$ cat config.mk
export PLATFORM = sky130hd
export DESIGN_NAME = ecc_op_dispatcher_flat
export DESIGN_NICKNAME = d
export VERILOG_FILES = /design/src/rtl/ecc_op_dispatcher_if.sv /design/src/rtl/ecc_op_dispatcher.sv /design/src/flat_wrapper.sv
export SDC_FILE = /design/constraint.sdc
export NUM_CORES = 1
export LEC_CHECK = 0
export BUFFER_PORTS_ARGS = -buffer_cell sky130_fd_sc_hd__buf_2
export CAP_MARGIN = 10
export CORE_UTILIZATION = 58
export CTS_CLUSTER_DIAMETER = 100
export DETAILED_ROUTE_END_ITERATION = 10
export PLACE_DENSITY = 0.85
export SYNTH_ARGS = -nofsm -noshare
export SYNTH_HDL_FRONTEND = slang
export SYNTH_SLANG_ARGS = --single-unit
$ cat constraint.sdc
create_clock -name clk -period 2.5 [get_ports clk]
set_input_delay 0.125 -clock clk [delete_from_list [all_inputs] [get_ports clk]]
set_output_delay 0.125 -clock clk [all_outputs]
set_load 0.02 [all_outputs]
$ cat src/rtl/ecc_op_dispatcher_if.sv
// Request/command bundle between the ECC operation producer and the dispatcher.
interface ecc_op_dispatcher_if #(
    parameter int unsigned LEN_W = 10
);
    logic             req_valid;
    logic             req_ready;
    logic             req_kind;
    logic [LEN_W-1:0] req_len;
    logic [5:0]       command;
    logic             busy;
    logic             done;
    logic             err;
    logic [2:0]       cur_chunks;

    modport master (
        output req_valid, req_kind, req_len,
        input  req_ready, command, busy, done, err, cur_chunks
    );

    modport slave (
        input  req_valid, req_kind, req_len,
        output req_ready, command, busy, done, err, cur_chunks
    );
endinterface

$ cat src/rtl/ecc_op_dispatcher.sv
// Buffers ECC operation requests, maps each to an opcode ROM selector,
// strobes the ROM and waits out the opcode burst before reporting done/err.
module ecc_op_dispatcher #(
    parameter int unsigned FIFO_DEPTH = 2,
    parameter int unsigned ROM_LAT    = 2,
    parameter int unsigned LEN_W      = 10
) (
    input logic                clk,
    input logic                rst_n,
    ecc_op_dispatcher_if.slave bus
);
    localparam int unsigned PTR_W  = $clog2(FIFO_DEPTH);
    localparam int unsigned CNT_W  = $clog2(FIFO_DEPTH + 1);
    localparam int unsigned WCNT_W = $clog2(5 + ROM_LAT + 1);

    localparam logic [2:0] S_IDLE  = 3'd0;
    localparam logic [2:0] S_LOAD  = 3'd1;
    localparam logic [2:0] S_ISSUE = 3'd2;
    localparam logic [2:0] S_WAIT  = 3'd3;
    localparam logic [2:0] S_DONE  = 3'd4;
    localparam logic [2:0] S_ERR   = 3'd5;

    typedef struct packed {
        logic             kind;
        logic [LEN_W-1:0] len;
    } req_t;

    logic [2:0]        state_q, state_d;
    req_t              fifo_q [FIFO_DEPTH];
    req_t              fifo_d [FIFO_DEPTH];
    logic [PTR_W-1:0]  wr_ptr_q, wr_ptr_d;
    logic [PTR_W-1:0]  rd_ptr_q, rd_ptr_d;
    logic [CNT_W-1:0]  count_q, count_d;
    logic [4:0]        code_q, code_d;
    logic [2:0]        n_q, n_d;
    logic [WCNT_W-1:0] wcnt_q, wcnt_d;

    logic [5:0]        command_q, command_d;
    logic              done_q, done_d;
    logic              err_q, err_d;
    logic [2:0]        chunks_q, chunks_d;
    logic              ready_q, ready_d;
    logic              busy_q, busy_d;

    req_t              head;
    logic [31:0]       head_len;
    logic              dec_ok;
    logic [4:0]        dec_code;
    logic [2:0]        dec_n;
    logic              push;
    logic              pop;

    assign head = fifo_q[rd_ptr_q];

    // Length/kind to ROM selector and chunk count for the FIFO head.
    always_comb begin
        dec_ok   = 1'b0;
        dec_code = 5'd0;
        dec_n    = 3'd0;
        head_len = 32'(head.len);
        if (head_len != 32'd0) begin
            if (!head.kind) begin
                if (head_len <= 32'd128) begin
                    dec_ok = 1'b1; dec_code = 5'd1; dec_n = 3'd1;
                end else if (head_len <= 32'd256) begin
                    dec_ok = 1'b1; dec_code = 5'd2; dec_n = 3'd2;
                end else if (head_len <= 32'd384) begin
                    dec_ok = 1'b1; dec_code = 5'd3; dec_n = 3'd3;
                end else if (head_len <= 32'd512) begin
                    dec_ok = 1'b1; dec_code = 5'd4; dec_n = 3'd4;
                end else if (head_len <= 32'd576) begin
                    dec_ok = 1'b1; dec_code = 5'd5; dec_n = 3'd5;
                end
            end else begin
                if (head_len <= 32'd128) begin
                    dec_ok = 1'b1; dec_code = 5'd6; dec_n = 3'd1;
                end else if (head_len <= 32'd256) begin
                    dec_ok = 1'b1; dec_code = 5'd7; dec_n = 3'd2;
                end else if (head_len <= 32'd384) begin
                    dec_ok = 1'b1; dec_code = 5'd8; dec_n = 3'd3;
                end
            end
        end
    end

    // Next state, FIFO bookkeeping and registered output values.
    always_comb begin
        state_d  = state_q;
        fifo_d   = fifo_q;
        wr_ptr_d = wr_ptr_q;
        rd_ptr_d = rd_ptr_q;
        code_d   = code_q;
        n_d      = n_q;
        wcnt_d   = wcnt_q;
        push     = bus.req_valid && ready_q;
        pop      = 1'b0;

        case (state_q)
            S_IDLE: begin
                if (count_q != '0) begin
                    state_d = S_LOAD;
                end
            end
            S_LOAD: begin
                pop     = 1'b1;
                code_d  = dec_code;
                n_d     = dec_n;
                state_d = dec_ok ? S_ISSUE : S_ERR;
            end
            S_ISSUE: begin
                wcnt_d  = WCNT_W'(32'(n_q) + ROM_LAT - 32'd1);
                state_d = S_WAIT;
            end
            S_WAIT: begin
                if (wcnt_q == '0) begin
                    state_d = S_DONE;
                end else begin
                    wcnt_d = wcnt_q - WCNT_W'(1);
                end
            end
            S_DONE: begin
                n_d     = 3'd0;
                code_d  = 5'd0;
                state_d = S_IDLE;
            end
            S_ERR: begin
                n_d     = 3'd0;
                code_d  = 5'd0;
                state_d = S_IDLE;
            end
            default: begin
                state_d = S_IDLE;
            end
        endcase

        if (push) begin
            fifo_d[wr_ptr_q] = '{kind: bus.req_kind, len: bus.req_len};
            wr_ptr_d         = wr_ptr_q + PTR_W'(1);
        end
        if (pop) begin
            rd_ptr_d = rd_ptr_q + PTR_W'(1);
        end
        count_d = count_q + CNT_W'(push) - CNT_W'(pop);

        command_d = 6'h00;
        if (state_d == S_ISSUE) begin
            command_d = {1'b1, code_d};
        end else if (state_d == S_WAIT) begin
            command_d = {1'b0, code_d};
        end
        chunks_d = (state_d == S_ISSUE || state_d == S_WAIT || state_d == S_DONE) ? n_d : 3'd0;
        done_d   = (state_d == S_DONE);
        err_d    = (state_d == S_ERR);
        ready_d  = (count_d != CNT_W'(FIFO_DEPTH));
        busy_d   = (state_d != S_IDLE) || (count_d != '0);
    end

    // FSM state register.
    always_ff @(posedge clk or negedge rst_n) begin
        if (!rst_n) begin
            state_q <= S_IDLE;
        end else begin
            state_q <= state_d;
        end
    end

    // FIFO, operation context and output registers.
    always_ff @(posedge clk or negedge rst_n) begin
        if (!rst_n) begin
            for (int i = 0; i < int'(FIFO_DEPTH); i++) begin
                fifo_q[i] <= '0;
            end
            wr_ptr_q  <= '0;
            rd_ptr_q  <= '0;
            count_q   <= '0;
            code_q    <= '0;
            n_q       <= '0;
            wcnt_q    <= '0;
            command_q <= 6'h00;
            done_q    <= 1'b0;
            err_q     <= 1'b0;
            chunks_q  <= 3'd0;
            ready_q   <= 1'b1;
            busy_q    <= 1'b0;
        end else begin
            fifo_q    <= fifo_d;
            wr_ptr_q  <= wr_ptr_d;
            rd_ptr_q  <= rd_ptr_d;
            count_q   <= count_d;
            code_q    <= code_d;
            n_q       <= n_d;
            wcnt_q    <= wcnt_d;
            command_q <= command_d;
            done_q    <= done_d;
            err_q     <= err_d;
            chunks_q  <= chunks_d;
            ready_q   <= ready_d;
            busy_q    <= busy_d;
        end
    end

    assign bus.command    = command_q;
    assign bus.done       = done_q;
    assign bus.err        = err_q;
    assign bus.cur_chunks = chunks_q;
    assign bus.req_ready  = ready_q;
    assign bus.busy       = busy_q;

endmodule

$ cat src/flat_wrapper.sv
// flat-port wrapper written by rule: the top's interface ports become plain ports
module ecc_op_dispatcher_flat 
#(
    parameter int unsigned FIFO_DEPTH = 2,
    parameter int unsigned ROM_LAT    = 2,
    parameter int unsigned LEN_W      = 10
)
  (clk, rst_n, bus_req_valid, bus_req_kind, bus_req_len, bus_req_ready, bus_command, bus_busy, bus_done, bus_err, bus_cur_chunks);
  ecc_op_dispatcher_if #(.LEN_W(LEN_W)) bus_i ();
  input logic clk;
  input logic rst_n;
  input wire logic [$bits(bus_i.req_valid)-1:0] bus_req_valid;
  input wire logic [$bits(bus_i.req_kind)-1:0] bus_req_kind;
  input wire logic [$bits(bus_i.req_len)-1:0] bus_req_len;
  output wire logic [$bits(bus_i.req_ready)-1:0] bus_req_ready;
  output wire logic [$bits(bus_i.command)-1:0] bus_command;
  output wire logic [$bits(bus_i.busy)-1:0] bus_busy;
  output wire logic [$bits(bus_i.done)-1:0] bus_done;
  output wire logic [$bits(bus_i.err)-1:0] bus_err;
  output wire logic [$bits(bus_i.cur_chunks)-1:0] bus_cur_chunks;
  assign bus_i.req_valid = bus_req_valid;
  assign bus_i.req_kind = bus_req_kind;
  assign bus_i.req_len = bus_req_len;
  assign bus_req_ready = bus_i.req_ready;
  assign bus_command = bus_i.command;
  assign bus_busy = bus_i.busy;
  assign bus_done = bus_i.done;
  assign bus_err = bus_i.err;
  assign bus_cur_chunks = bus_i.cur_chunks;
  ecc_op_dispatcher #(.FIFO_DEPTH(FIFO_DEPTH), .ROM_LAT(ROM_LAT), .LEN_W(LEN_W)) u_core (.clk(clk), .rst_n(rst_n), .bus(bus_i));
endmodule
==> reports/metrics.yaml, run 1 <==
synth_cell_types: 48
antenna_found_initial: 0
finalSetupViolations: 0
synth_top_family_by_area: "simple AND/OR/NAND/NOR gates"
cts_root_buf: "clkbuf_8"
drtAntennaViolNets: 0
place_ws_ns: 0.357
internal-power_mw: 2.28
synthArstFlopShare_pct: 100
core-area_um2: 4090
clk_path_buf_depth: 2
timing.rr.end: "u_core.state_q[2]"
synth_fp_nets: 240
vias: 1738
dieArea_um2: 4600
hp-class: "in -> reg"
groute.usage.overall_pct: 22.8
clockPowerShare_pct: 13.0
antennaDiodeCount: 0
syn_inst: 221
fillers: 336
synth_area_um2: 2510
post-cts-setup-buffers: 0
final_area_um2: 2810
wl_per_cell_um: 14.6
layout-drive-gt1-share_pct: 28.2
insertion_delay_ns: 0.31
clk_pin_slew_ns: 0.10
layout_common_cells: "dfrtp_1, buf_2, mux2_2"
hold_violations: 0
place.gp.congestion: 0.851
synthMuxAreaShare_pct: 13.7
whs_ns: 0.0613
seq_power_share_pct: 39.7
timing.rr.start: "u_core.rd_ptr_q"
synth_compound_area_share_pct: 11.2
tns_ns: 0
outcome: "finished, final reports clean"
ys_dominant_reg_cell: "dfrtp_1"
hpwl_mm: 3.15
leakage_nw: 1.35
p_sw_share_pct: 40.6
setup_ws_ns: 0.265
place_area_um2: 2710
io_pins: 27
first_global_vias: 1664
rsz0062_at_grt: "false"
grt_start_max_net_pins: 54
final.min_clock_period_ns: 2.24
start_util_pct: 61.5
crit_path_end_kind: "register"
std_cell_rows: 23
grt_pass1_wl_mm: 7.67
ys_seq_elements: 53
synth-xor-area-share_pct: 2.44
max-cap-violations: 0
regToRegSetupSlack_ns: 0.26
dieWidth_um: 67.8
worst-r2r-cell-count: 5
cts_resized: 0
combPwrFrac_pct: 47.2
synth-simple-area-share_pct: 13.8
startpoint_type: "register"
slew_violations: 0
worstHoldStart: "bus_req_kind"
nNetsFinal: 273
io_buffers: 26
synth_fa_ha_area_share_pct: 2.49
syn_avg_cell_area_um2: 11.4
skew_ns: 0.00570
fin_util_pct: 68.9
die_h_um: 67.8
hold_path_end: "u_core.fifo_q[21]"
h-tree-depth: 2
fmax_ghz: 0.447
layout_commonest_cell: "dfrtp_1"
cts.sinks: 53
yosys_warnings: 0
worstPathArrival_ns: 2.41
via_per_inst: 5.70
grt-ovfl-total: 0
power.switching_mw: 1.56
hold_depth: 2
syn2layout_area_growth_pct: 12.0
min_period_over_period_pct: 89.4
worstPathMaxFanout: 21
cellPowerDensity_nw_per_um2: 1370
wl_mm: 4.46
ir_drop_uv: 716
tritoncts: "built"
synth-edff-count: 0
drcViolationCount: 0
dr.pass1.iters: 4
drtIter0Drc: 107
worst-setup-path-type: "reg -> reg"
cts_buffers: 5
worst_slew_pin_slew_ns: 0.728
synth.yosys.seq_area_share_pct: 52.8
cp.required_ns: 2.67
slew_headroom_pct: 51.4
-- power groups by stage --
stage	Clock, mW	Sequential [mW]	Combinational, mW
finish	0.501	1.53	1.82
global route	0.547	1.58	2.00
CTS	0.517	1.53	1.82
detailed placement	0	1.54	1.81
global placement	0	1.52	1.76
floorplan	0	1.50	1.40
-- registers in the layout (all words and copies together) (netlist names) --
signal                 cells
u_core.fifo_q             22
u_core.bus.command         6
u_core.code_q              5
u_core.bus.cur_chunks      3
u_core.n_q                 3
u_core.state_q             3
u_core.wcnt_q              3
u_core.count_q             2
u_core.bus.busy            1
u_core.bus.done            1
u_core.bus.err             1
u_core.bus.req_ready       1
u_core.rd_ptr_q            1
u_core.wr_ptr_q            1
-- synth_stat cells (3+ instances only) --
cell       n  area share [%]
o21ai_0    7             1.4
ha_1       5             2.5
nand2b_1   5             1.2
nand2_1   16             2.4
nor2b_1    4             1.0
mux2i_1    5             2.0
mux2_2    25              11
a221o_1    3             1.2
nand4_1    3            0.75
dfrtp_1   52              52
a31oi_1    3            0.75
a21oi_1    6             1.2
xnor2_1    5             1.7
buf_4      3            0.90
inv_1     14             2.1
nor2_1    10             1.5
nor3_1     8             1.6
nand3_1    8             1.6
-- cell type report --
| cell class | count | area (um^2) | area share [%] |
|---|---|---|---|
| clock buffers | 6 | 82.6 | 2.93 |
| clock inverters | 2 | 13.8 | 0.489 |
| inverters | 14 | 52.6 | 1.87 |
| multi-input cells | 148 | 1100 | 39.0 |
| flip-flops and latches | 53 | 1330 | 47.2 |
| well taps | 50 | 62.6 | 2.22 |
| repair buffers | 32 | 178 | 6.31 |
-- worst max-delay path by stage --
| stage | from | end | slack (ns) | depth (start not counted) |
|---|---|---|---|---|
| final | u_core.rd_ptr_q | u_core.state_q[2] | 0.26 | 5 |
| after global routing | u_core.rd_ptr_q | u_core.state_q[2] | 0.1 | 5 |
| after CTS | u_core.rd_ptr_q | u_core.state_q[2] | 0.29 | 5 |
| after detailed placement | u_core.rd_ptr_q | u_core.bus.command[0] | 0.36 | 5 |
| after global placement | u_core.state_q[2] | u_core.bus.req_ready | 0.38 | 8 |
| after floorplan | u_core.state_q[0] | u_core.bus.req_ready | 0.40 | 10 |
-- critical path, stage by stage, from the launching register on --
cell and delay (ns):
dfrtp_1 0.82, mux2i_2 0.45, a21o_1 0.16, nand3_1 0.12
o21ai_0 0.37, o21ai_0 0.16
-- metal layers --
metal | vias to the layer above | routed length [um] | track usage [%]
li1 | 854 | - | -
met2 | 47 | 2110 | 37.4
met5 | - | 0 | 0
met1 | 832 | 2110 | 30.3
met4 | 0 | 63 | 7.81
met3 | 5 | 183 | 4.50
-- stage by stage --
step / std cells / power (mW)
final: 305 / 3.85
after global routing: 305 / 4.13
after CTS: 305 / 3.86
after detailed placement: 296 / 3.35
after global placement: 296 / 3.28
after floorplan: 221 / 2.90
-- logic make-up (layout without fill, tap and decap cells) --
kind of cell	count (synthesis)	count (layout)
multiplexers	31	31
XOR/XNOR	7	7
AO/OA/AOI/OAI	39	39
adder cells (fa/ha/maj)	5	5
flip-flops	53	53
buffers and inverters	20	54
AND/OR/NAND/NOR	66	66
-- repair_timing --
action / 4_1_cts / 5_1_grt
endpoints found under the hold margin: 52 / 0
hold buffers: 1 / 0
endpoints found under the setup margin: 0 / 0
Power figures use the tool's default switching activity.
==> run 2: changes to the inputs <==
--- a/config.mk
+++ b/config.mk
@@ -11,6 +11,7 @@
 export CTS_CLUSTER_DIAMETER = 100
 export DETAILED_ROUTE_END_ITERATION = 10
 export PLACE_DENSITY = 0.85
+export SETUP_SLACK_MARGIN = 0.4
 export SYNTH_ARGS = -nofsm -noshare
 export SYNTH_HDL_FRONTEND = slang
 export SYNTH_SLANG_ARGS = --single-unit
==> run 2 against run 1 <==
Critical path depth is 3 higher. Final cell count is 0.98% higher. Via count is 5.4% higher. Largest cell class unchanged. Critical endpoint is now u_core.bus.req_ready. Fmax is 10% higher. Sequential power hardly changed. Global-route usage is 0.14 points higher.
==> reports/metrics.yaml, run 2 (synthesis results as in run 1) <==
timing.rr.end: "u_core.bus.req_ready"
worst_slew_pin_slew_ns: 0.638  # -0.0906 ns
leakage_nw: 1.36  # +1.0%
worst-r2r-cell-count: 8  # +3
worstPathArrival_ns: 2.27  # -0.14 ns
grt_start_max_net_pins: 54  # unchanged
power.total_mw: 3.98  # +3.5%
grt-ovfl-total: 0  # unchanged
slew_headroom_pct: 57.5  # +6.0 points
drcViolationCount: 0  # unchanged
ir_drop_uv: 681  # -5.0%
grt_pass1_wl_mm: 7.76  # +1.2%
startpoint: "u_core.state_q[1]"
dr.pass1.iters: 4  # unchanged
rsz0062_at_grt: "false"
via_per_inst: 5.94  # +4.3%
max-cap-violations: 0  # unchanged
cellPowerDensity_nw_per_um2: 1380  # +1.3%
power.switching_mw: 1.65  # +5.7%
io_buffers: 26  # unchanged
die_h_um: 67.8  # unchanged
clk_path_buf_depth: 2  # unchanged
layout-drive-gt1-share_pct: 32.6  # +4.3 points
hold_violations: 0  # unchanged
cts_buffers: 5  # unchanged
skew_ns: 0.00712  # +0.00142 ns
regToRegSetupSlack_ns: 0.47  # +0.21 ns
cp.required_ns: 2.74  # +0.07 ns
cts.sinks: 53  # unchanged
finalNonFillerCells: 308  # +0.98%
clk_pin_slew_ns: 0.09  # about the same
crit_path_end_kind: "register"
layout_common_cells: "dfrtp_1, buf_2, mux2_2"
std_cell_rows: 23  # unchanged
finalSetupViolations: 0  # unchanged
worstPathMaxFanout: 5  # -76%
insertion_delay_ns: 0.30  # about the same
antennaDiodeCount: 0  # unchanged
io_pins: 27  # unchanged
internal-power_mw: 2.33  # +2.1%
slew_violations: 0  # unchanged
hpwl_mm: 3.30  # +4.6%
final.min_clock_period_ns: 2.03  # -0.208 ns
vias: 1831  # +5.4%
setup.worst_path.end: "u_core.bus.req_ready"
regMostFlops: "u_core.fifo_q"
worst-setup-path-type: "reg -> reg"
timing.rr.start: "u_core.state_q[1]"
startpoint_type: "register"
wl_mm: 4.90  # +9.8%
nNetsFinal: 277  # +1.5%
tns_ns: 0  # unchanged
clockPowerShare_pct: 12.2  # -0.8 points
layout_commonest_cell: "dfrtp_1"
drtIter0Drc: 92  # -14%
tritoncts: "built"
wl_per_cell_um: 15.9  # +8.7%
drtAntennaViolNets: 0  # unchanged
dp.cells: 294  # -0.68%
p_sw_share_pct: 41.4  # +0.83 points
syn2layout_area_growth_pct: 14.4
seq_power_share_pct: 38.8  # -0.9 points
fillers: 316  # -6.0%
outcome: "finished, final reports clean"
min_period_over_period_pct: 81.1  # -8.3 points
hp-class: "in -> reg"
h-tree-depth: 2  # unchanged
place.gp.congestion: 0.867  # +2.0%
antenna_found_initial: 0  # unchanged
dieArea_um2: 4600  # unchanged
cts_root_buf: "clkbuf_8"
first_global_vias: 1710  # +2.8%
core-area_um2: 4090  # unchanged
start_util_pct: 61.5  # unchanged
combPwrFrac_pct: 49.0  # +1.8 points
largest_reg_flops: 22  # unchanged
groute.usage.overall_pct: 23.0  # +0.14 points
dieWidth_um: 67.8  # unchanged
fmax_ghz: 0.493  # +10%
run 2: changes by cell type in the layout (fill, tap and decap cells not counted), sizes merged:
cell	previous run	this run
buf	31	34
clkbuf	6	7
clkinv	2	0
clkinvlp	0	1
run 2: worst max-delay path, cell delays in order (launching register included):
cell	delay, ns
dfrtp_1	0.42
or3b_4	0.43
inv_4	0.07
ha_1	0.22
inv_1	0.06
ha_1	0.15
xor2_1	0.18
xnor2_1	0.15
or2_2	0.29
run 2: power groups by stage:
stage	Clock (mW)	Combinational, mW	Sequential (mW)
floorplan	0	1.40	1.50
global placement	0	1.74	1.52
detailed placement	0	1.79	1.54
CTS	0.493	1.81	1.53
global route	0.524	2.13	1.59
finish	0.487	1.95	1.54
run 2: worst min-delay path by stage:
stage | startpoint | endpoint | cells past startpoint | slack (ns)
floorplan | rst_n | u_core.bus.busy | 0 | -0.17
global placement | rst_n | u_core.wcnt_q[2] | 2 | 0.28
detailed placement | rst_n | u_core.wcnt_q[2] | 2 | 0.27
CTS | bus_req_kind | u_core.fifo_q[21] | 2 | 0.06
global route | bus_req_len[5] | u_core.fifo_q[16] | 2 | 0.06
finish | bus_req_len[7] | u_core.fifo_q[18] | 2 | 0.06
run 2: repair_timing:
action | CTS | global route
setup endpoints to repair | 14 | 15
pin swaps | 0 | 6
hold buffers | 1 | 0
gates resized for setup | 2 | 8
endpoints found under the hold margin | 52 | 0
setup buffers | 0 | 6
run 2: per-stage QoR:
step / area [um^2] / hold WS [ns] / util, % / worst slack (ns)
CTS: 2800 / 0.0605 / 68.4 / 0.375
global placement: 2690 / 0.277 / 65.9 / 0.325
detailed placement: 2690 / 0.274 / 65.9 / 0.296
finish: 2880 / 0.0609 / 70.4 / 0.473
global route: 2880 / 0.0622 / 70.4 / 0.286
floorplan: 2510 / -0.171 / - / 0.443
run 2: area by class of cell:
type | count | area, um^2 | share of cell area [%]
clock buffers | 6 | 82.6 | 2.87
clock inverters | 1 | 7.51 | 0.261
inverters | 14 | 55.1 | 1.91
multi-input cells | 148 | 1130 | 39.3
flip-flops and latches | 53 | 1330 | 46.3
well taps | 50 | 62.6 | 2.18
repair buffers | 36 | 208 | 7.22
run 2: routing by layer:
layer	track usage, %	routed length [um]	part of all wire (%)
met1	28.8	2170	44
met2	39.6	2440	50
met3	4.00	161	3.3
met4	8.33	125	2.6
met5	0	0	0
==> run 3: changes to the inputs <==
--- a/config.mk
+++ b/config.mk
@@ -7,10 +7,10 @@
 export LEC_CHECK = 0
 export BUFFER_PORTS_ARGS = -buffer_cell sky130_fd_sc_hd__buf_2
 export CAP_MARGIN = 10
-export CORE_UTILIZATION = 58
+export CORE_UTILIZATION = 52
 export CTS_CLUSTER_DIAMETER = 100
 export DETAILED_ROUTE_END_ITERATION = 10
-export PLACE_DENSITY = 0.85
+export PLACE_DENSITY = 0.81
 export SETUP_SLACK_MARGIN = 0.4
 export SYNTH_ARGS = -nofsm -noshare
 export SYNTH_HDL_FRONTEND = slang
==> constraint.sdc (replaced) <==
create_clock -name clk -period 1.7 [get_ports clk]
set_input_delay 0.085 -clock clk [delete_from_list [all_inputs] [get_ports clk]]
set_output_delay 0.085 -clock clk [all_outputs]
set_load 0.02 [all_outputs]
==> run 3 against run 2 <==
Core utilization increased by 6.5 points. Critical path depth unchanged. Fmax increased by 8.7%. The flow now finishes with violations (setup timing). Global-route usage increased by 0.18 points. Largest power group unchanged. Non-clock buffer count increased by 23. Critical path type unchanged. Combinational power increased by 120%. Register-to-register slack got worse by 0.64 ns. Power increased by 89%. Clock-buffer cell count increased by 1. Sequential cell count unchanged.
==> reports/metrics.yaml, run 3 (synthesis results as in run 1) <==
hold_violations: 0  # unchanged
final_area_um2: 3460  # +20%
h-tree-depth: 2  # unchanged
cp.required_ns: 1.95  # -0.79 ns
ir_drop_uv: 1240  # +82%
first_global_vias: 1989  # +16%
crit_path_end_kind: "register"
die_h_um: 71.5  # +5.4%
insertion_delay_ns: 0.31  # about the same
drtAntennaViolNets: 0  # unchanged
via_per_inst: 5.70  # -4.2%
io_pins: 27  # unchanged
setup_ws_ns: -0.165  # -0.638 ns
cellPowerDensity_nw_per_um2: 2170  # +57%
hold_depth: 2  # unchanged
slew_violations: 0  # unchanged
tritoncts: "built"
wl_mm: 5.60  # +14%
min_period_over_period_pct: 110  # +29 points
grt_pass1_wl_mm: 9.11  # +17%
fillers: 283  # -10%
final.min_clock_period_ns: 1.87  # -0.162 ns
rsz0062_at_grt: "true"
multiInputGateArea_um2: 1440  # +27%
io_buffers: 26  # unchanged
outcome: "finished with violations"
std_cell_rows: 24  # +4.3%
dieArea_um2: 5110  # +11%
worst-r2r-cell-count: 8  # unchanged
drtIter0Drc: 67  # -27%
leakage_nw: 1.61  # +18%
place_area_um2: 2960  # +9.9%
layout-drive-gt1-share_pct: 49.8  # +17 points
violations: "setup timing"
power.total_mw: 7.52  # +89%
max-cap-violations: 0  # unchanged
grt_start_max_net_pins: 31  # -43%
syn2layout_area_growth_pct: 37.8
largest_reg_flops: 22  # unchanged
core-area_um2: 4500  # +10%
finalNonFillerCells: 335  # +8.8%
start_util_pct: 55.8  # -5.7 points
worst-setup-path-type: "reg -> reg"
startpoint_type: "register"
dp.cells: 315  # +7.1%
layout_common_cells: "dfrtp_1, buf_2, buf_4"
fmax_ghz: 0.536  # +8.7%
hpwl_mm: 3.66  # +11%
grt-ovfl-total: 0  # unchanged
layout_commonest_cell: "dfrtp_1"
cts.sinks: 53  # unchanged
fin_util_pct: 76.9  # +6.5 points
ff_latch_area_um2: 1330  # -0.19%
nNetsFinal: 301  # +8.7%
place.gp.congestion: 0.899  # +3.6%
clk_path_buf_depth: 2  # unchanged
worstPathMaxFanout: 3  # -2
groute.usage.overall_pct: 23.1  # +0.18 points
slew_headroom_pct: 62.9  # +5.4 points
dieWidth_um: 71.5  # +5.4%
drcViolationCount: 0  # unchanged
wl_per_cell_um: 16.7  # +5.2%
antenna_found_initial: 0  # unchanged
dr.pass1.iters: 4  # unchanged
worstPathArrival_ns: 2.11  # -0.16 ns
clk_pin_slew_ns: 0.09  # about the same
antennaDiodeCount: 0  # unchanged
cts_root_buf: "clkbuf_8"
skew_ns: 0.00670  # -0.000424 ns
cts_buffers: 5  # unchanged
worst_slew_pin_slew_ns: 0.557  # -0.0806 ns
hp-class: "in -> reg"
finalSetupViolations: 17  # +17
vias: 1908  # +4.2%
regMostFlops: "u_core.fifo_q"
-- run 3: cell count changes in the layout (fill, tap and decap cells not counted), sizes merged --
| cell | before | now |
|---|---|---|
| buf | 34 | 57 |
| bufinv | 0 | 1 |
| clkbuf | 7 | 8 |
| clkinv | 0 | 1 |
| clkinvlp | 1 | 0 |
| inv | 14 | 13 |
| nand2b | 5 | 6 |
-- run 3: where the power goes --
group	switching, mW	leakage (nW)	total, mW	internal [mW]
registers	0.456	0.654	2.27	1.82
logic	2.13	0.894	4.36	2.23
clock network	0.403	0.0585	0.883	0.480
-- run 3: worst max-delay path, cell delays in order, from the launching register on --
cell and delay [ns]:
dfrtp_1 0.39, or3b_4 0.43, clkinv_4 0.07, ha_4 0.19, inv_4 0.05, ha_4 0.15
xor2_4 0.18, xnor2_2 0.10, or2_4 0.23
-- run 3: timing repair --
| action | in CTS | in global routing |
|---|---|---|
| hold buffers | 1 | 0 |
| setup buffers | 6 | 3 |
| gates resized for setup | 24 | 41 |
| hold endpoints to repair | 23 | 0 |
| endpoints found under the setup margin | 50 | 50 |
| pin swaps | 13 | 18 |
| gates cloned | 0 | 2 |
-- run 3: layout make-up --
| class | count | area share [%] |
|---|---|---|
| clock buffer | 7 | 2.49 |
| multi-input combinational | 149 | 41.5 |
| inverter | 14 | 1.73 |
| timing repair buffer | 59 | 13.1 |
| sequential | 53 | 38.4 |
| clock inverter | 1 | 0.867 |
| tap | 52 | 1.88 |
-- run 3: through the flow --
stage	TNS, ns	worst slack (ns)	hold slack [ns]
after floorplan	-0.637	-0.248	-0.211
after global placement	-1.71	-0.170	0.0940
after detailed placement	-2.35	-0.245	0.0999
after CTS	-1.62	-0.149	0.0112
after global routing	-3.94	-0.272	0.0173
final	-1.61	-0.165	0.0179
-- run 3: final timing paths --
check,start,end,slack [ns]
setup / recovery,u_core.state_q[1],u_core.bus.req_ready,-0.17
hold / removal,bus_req_kind,u_core.fifo_q[21],0.02
setup reg to reg,u_core.state_q[1],u_core.bus.req_ready,-0.17
hold reg to reg,u_core.code_q[2],u_core.code_q[2],0.50
max in group asynchronous,rst_n,u_core.bus.req_ready,0.80
min in group asynchronous,rst_n,u_core.bus.done,0.29
-- run 3: layer usage --
layer,wire length (um),share of wire [%],GRT usage (%),vias up
met5,0,0,0,-
li1,-,-,-,908
met2,2900,52,41.3,45
met4,66,1.2,7.19,0
met3,189,3.4,3.94,8
met1,2440,44,28.9,947
